===== src/rtl/uart_tx_frame.sv =====
// uart_tx_frame: serializes one accepted word as an N-bit, no-parity, one-stop-bit frame.
// After the frame it holds a stretched ack that the control domain can sample.
module uart_tx_frame #(
    parameter int CLKS_PER_BIT = 16,
    parameter int DATA_BITS    = 8,
    parameter int ACK_HOLD     = 16
) (
    input  logic                 clk,
    input  logic                 rst_n,
    input  logic [DATA_BITS-1:0] tx_data,
    input  logic                 tx_valid,
    output logic                 tx_ready,
    output logic                 tx_serial,
    output logic                 tx_busy,
    output logic                 tx_ack
);
    localparam int CW = $clog2(CLKS_PER_BIT);
    localparam int BW = $clog2(DATA_BITS + 1);
    localparam int AW = $clog2(ACK_HOLD + 1);
    typedef enum logic [2:0] {IDLE, START, DATA, STOP, ACK} state_t;
    state_t               state_q, state_d;
    logic [CW-1:0]        cyc_q, cyc_d;
    logic [BW-1:0]        bit_q, bit_d;
    logic [AW-1:0]        ack_q, ack_d;
    logic [DATA_BITS-1:0] shift_q, shift_d;
    logic                 serial_q, ready_q, busy_q, ack_out_q;
    logic                 cyc_end;
    always_comb begin
        state_d = state_q;
        cyc_d   = cyc_q;
        bit_d   = bit_q;
        ack_d   = ack_q;
        shift_d = shift_q;
        cyc_end = cyc_q == CW'(CLKS_PER_BIT - 1);
        case (state_q)
            IDLE: if (tx_valid) begin
                shift_d = tx_data;
                cyc_d   = '0;
                bit_d   = '0;
                state_d = START;
            end
            START: begin
                cyc_d = cyc_end ? '0 : cyc_q + 1'b1;
                if (cyc_end) begin
                    bit_d   = '0;
                    state_d = DATA;
                end
            end
            DATA: begin
                cyc_d = cyc_end ? '0 : cyc_q + 1'b1;
                if (cyc_end) begin
                    shift_d = shift_q >> 1;
                    bit_d   = bit_q + 1'b1;
                    if (bit_q == BW'(DATA_BITS - 1)) state_d = STOP;
                end
            end
            STOP: begin
                cyc_d = cyc_end ? '0 : cyc_q + 1'b1;
                if (cyc_end) begin
                    ack_d   = '0;
                    state_d = ACK;
                end
            end
            ACK: begin
                ack_d = ack_q + 1'b1;
                if (ack_q == AW'(ACK_HOLD - 1)) begin
                    ack_d   = '0;
                    state_d = IDLE;
                end
            end
            default: state_d = IDLE;
        endcase
    end
    // Outputs are registered from the next state so the line changes on the accepting edge.
    always_ff @(posedge clk or negedge rst_n) begin
        if (!rst_n) begin
            state_q   <= IDLE;
            cyc_q     <= '0;
            bit_q     <= '0;
            ack_q     <= '0;
            shift_q   <= '0;
            serial_q  <= 1'b1;
            ready_q   <= 1'b1;
            busy_q    <= 1'b0;
            ack_out_q <= 1'b0;
        end else begin
            state_q   <= state_d;
            cyc_q     <= cyc_d;
            bit_q     <= bit_d;
            ack_q     <= ack_d;
            shift_q   <= shift_d;
            serial_q  <= (state_d == START) ? 1'b0 : (state_d == DATA) ? shift_d[0] : 1'b1;
            ready_q   <= state_d == IDLE;
            busy_q    <= state_d inside {START, DATA, STOP};
            ack_out_q <= state_d == ACK;
        end
    end
    assign tx_serial = serial_q;
    assign tx_ready  = ready_q;
    assign tx_busy   = busy_q;
    assign tx_ack    = ack_out_q;
endmodule


===== config.mk =====
export PLATFORM = sky130hd
export DESIGN_NAME = uart_tx_frame
export DESIGN_NICKNAME = d
export VERILOG_FILES = /design/src/rtl/uart_tx_frame.sv
export SDC_FILE = /design/constraint.sdc
export NUM_CORES = 1
export LEC_CHECK = 0
export ABC_AREA = 1
export BUFFER_PORTS_ARGS = -buffer_cell sky130_fd_sc_hd__buf_2
export CAP_MARGIN = 15
export CORE_ASPECT_RATIO = 0.7
export CORE_MARGIN = 2
export CORE_UTILIZATION = 60
export CTS_CLUSTER_SIZE = 12
export DETAILED_ROUTE_END_ITERATION = 8
export PLACE_DENSITY = 0.78
export SETUP_SLACK_MARGIN = 0.15
export SLEW_MARGIN = 30
export SYNTH_ARGS = -nofsm -noshare
export SYNTH_HDL_FRONTEND = slang
export SYNTH_SLANG_ARGS = --single-unit
export TNS_END_PERCENT = 100

===== constraint.sdc =====
create_clock -name clk -period 3.7 [get_ports clk]
set_clock_uncertainty 0.1 [all_clocks]
set_input_delay 0 -clock clk [delete_from_list [all_inputs] [get_ports clk]]
set_output_delay 0 -clock clk [all_outputs]
set_load 0.01 [all_outputs]

==> metrics.md <==
| Metric | Value |
|---|---|
| Outcome | finished clean |
| Largest family of logic cells by synthesized area | simple AND/OR/NAND/NOR gates |
| Cell row count | 14 |
| Initial DRT Pass Iterations | 4 |
| Mapped Area | 1370 um2 |
| Post-route ant nets | 0 |
| First-pass GRT wire length | 4.69 mm |
| Crit path largest cell delay | 0.43 ns |
| Final worst-path cycle share | 0.446 |
| Pwr/cell area | 281 nW/um2 |
| Die ar. | 2680 um2 |
| Initial antenna violation count | 0 |
| Ant diodes | 0 |
| Area of the multi-input gates | 609 um2 |
| Share of cells above drive strength 1 | 0.153 |
| GRT Util Overall | 0.242 |
| Crit. End Element | register |
| Slew headroom | 0.611 |
| Syn_area_per_cell | 8.81 um2 |
| Sw Ratio | 0.201 |
| Adder-cell share of the synthesized area | 0.0275 |
| R2r endpoint | bit_q[2] |
| DRC | 0 |
| Latest clock arrival within the worst-skew pair | 0.32 ns |
| Yosys cell types | 25 |
| Commonest non-fill, non-tap cell in the layout | nand2_1 |
| Synth Area in Simple Gates | 0.283 |
| Combinational share of power | 0.045 |
| Initial core utilization | 0.634 |
| Synth Net Count | 169 |
| Crit path kind | reg -> reg |
| Global route overflow | 0 |
| Unrepaired setup endpoints after global routing | false |
| Fillers | 181 |
| Area grow syn2layout | 17.3% |
| Seq pwr share | 0.681 |
| Largest net degree at the start of global routing | 29 |
| Final setup fails | 0 |
| Min cycle time layout | 1.65 ns |
| Gate Count Post-Synth | 155 |
| Chip height | 43.9 um |
| Maximum fanout along the worst path | 10 |
| DRT iter0 DRCs | 42 |
| Reg2reg setup slack | 2.05 ns |
| FF+latch count, synth | 28 |
| Reg2reg path depth | 6 |
| IO buf count | 14 |
| Final Hold Viols | 0 |
| DP Cell Count | 201 |
| Switch Pwr | 0.0906 mW |
| Most frequent CP cell | o21ai_0 |
| Vias in the first global route | 1063 |
| IO Count | 15 |
| Final Slew Violations | 0 |
| Arr. time, crit path | 1.80 ns |
| Root buffer cell | clkbuf_4 |
| Placeable Area | 2150 um2 |
| Worst R2R Start | cyc_q[0] |
| CTS Sinks | 28 |
| Worst setup SP type | register |
| Dpl hpwl | 2.01 mm |
| P_int | 0.359 mW |
| CTS tree | built |
| Max stage delay cell, worst path | dfrtp_1 |
| Reg area | 703 um2 |
| # nets final | 198 |
| Total CTS buffers | 3 |
| Worst vdd ir | 0.279 mV |
| Final cell count without fillers | 215 |
| Multiplexer area fraction after synthesis | 0 |
| Via/cell ratio | 5.30 |
| CP cell instances | ha_1 -> nand3_4 -> o21ai_0 -> nor2_1 -> nand2_1 -> o21ai_0 |
| Routed WL | 2.79 mm |
| H-Tree Depth | 1 |
| Register area share after synthesis | 0.515 |
| Clock power share | 0.275 |
| Hold Path Class | in -> async |
| Horiz. Die Dim | 61.0 um |
| CTS clk-pin slew, worst paths | 0.14 ns |
| Yosys Warn Count | 0 |
| Max Clk Rate | 0.606 GHz |
| Worst slew pin tran | 0.584 ns |
| Max-cap violations | 0 |
| RD Place Congestion | 0.795 |
| Max Buffers Root-to-Sink | 2 |
| Setup TNS | 0 ns |
| Routed length per instance | 13.0 um |
| Worst path required time | 3.85 ns |
| Commonest non-fill, non-tap cells in the layout | nand2_1, dfrtp_1, buf_2 |
| LEAKAGE | 0.821 nW |
| Synth Area in Compound Gates | 0.116 |
| Xor/xnor share of the synthesized area | 0.0192 |
| Via Count | 1139 |
## cell families after synthesis
kind of cell / after synthesis
XOR/XNOR: 3
flip-flops: 28
buffers and inverters: 14
adder cells (fa/ha/maj): 3
AO/OA/AOI/OAI: 25
AND/OR/NAND/NOR: 82
## worst max path at each step
| stage | cells past startpoint | slack [ns] | end | startpoint |
|---|---|---|---|---|
| after floorplan | 5 | 2.25 | bit_q[0] | cyc_q[0] |
| after global placement | 5 | 2.14 | bit_q[1] | cyc_q[0] |
| after detailed placement | 5 | 2.02 | bit_q[0] | cyc_q[0] |
| after CTS | 6 | 2.05 | bit_q[2] | cyc_q[0] |
| after global routing | 6 | 1.91 | bit_q[0] | cyc_q[0] |
| final | 6 | 2.05 | bit_q[2] | cyc_q[0] |
## routing by layer
metal | part of all wire | GRT usage
met3 | 0.051 | 0.0537
met5 | 0 | 0
met4 | 0.00072 | 0.0391
met2 | 0.50 | 0.419
met1 | 0.45 | 0.318
## cell usage after synthesis, drive strengths merged
cell type | number | area (um2)
a22o | 2 | 17.5
o31ai | 2 | 15.0
xor2 | 3 | 26.3
ha | 3 | 37.5
dfstp | 2 | 52.6
o21ai | 12 | 60.1
a21oi | 2 | 13.8
nand4 | 1 | 6.26
nand2 | 48 | 188
nand3 | 15 | 92.6
nand3b | 1 | 7.51
dfrtp | 26 | 651
inv | 14 | 52.6
or2 | 1 | 6.26
a22oi | 6 | 45.0
nor2 | 16 | 86.3
o211ai | 1 | 7.51
## repair_timing
item | CTS | global route
buffers inserted | 0 | 0
setup endpoints to repair | 0 | 0
gates resized for setup | 0 | 0
hold buffers | 10 | 0
hold endpoints to repair | 37 | 0
## sequential cells by signal, summed over array words and instances, names as in the netlist
register	count
ack_q	5
bit_q	4
cyc_q	4
shift_q	8
state_q	3
tx_ack	1
tx_busy	1
tx_ready	1
tx_serial	1
## worst max-delay path: cells and delay by family (launching register included)
kind / cells / cell delay [ns]
AOI/OAI and AO/OA: 2 / 0.20
adders and majority gates: 1 / 0.29
DFF: 1 / 0.43
and+or+nand+nor: 3 / 0.56
## power groups by stage
| stage | Combinational [mW] | Clock, mW | Sequential [mW] |
|---|---|---|---|
| 6_report | 0.0201 | 0.124 | 0.306 |
| 5_1_grt | 0.0226 | 0.140 | 0.306 |
| 4_1_cts | 0.0200 | 0.127 | 0.306 |
| 3_5_place_dp | 0.0121 | 0 | 0.312 |
| 3_3_place_gp | 0.0115 | 0 | 0.312 |
| 2_1_floorplan | 0.000503 | 0 | 0.312 |
## per-stage QoR
step	util	hold slack, ns	worst slack [ns]	total power, mW	instance area, um2
2_1_floorplan	-	-0.396	2.25	0.312	1370
3_3_place_gp	0.685	-0.0672	2.14	0.323	1480
3_5_place_dp	0.685	-0.0619	2.02	0.324	1480
4_1_cts	0.743	0.116	2.05	0.453	1600
5_1_grt	0.743	0.132	1.91	0.469	1600
6_report	0.743	0.0968	2.05	0.450	1600
## layout make-up
| class | count | share of cell area |
|---|---|---|
| flip-flops and latches | 28 | 0.439 |
| multi-input cells | 113 | 0.380 |
| repair buffers | 24 | 0.106 |
| inverters | 14 | 0.0328 |
| well taps | 32 | 0.0250 |
| clock buffers | 4 | 0.0164 |
Note: power is estimated with default switching activity, not from simulation.
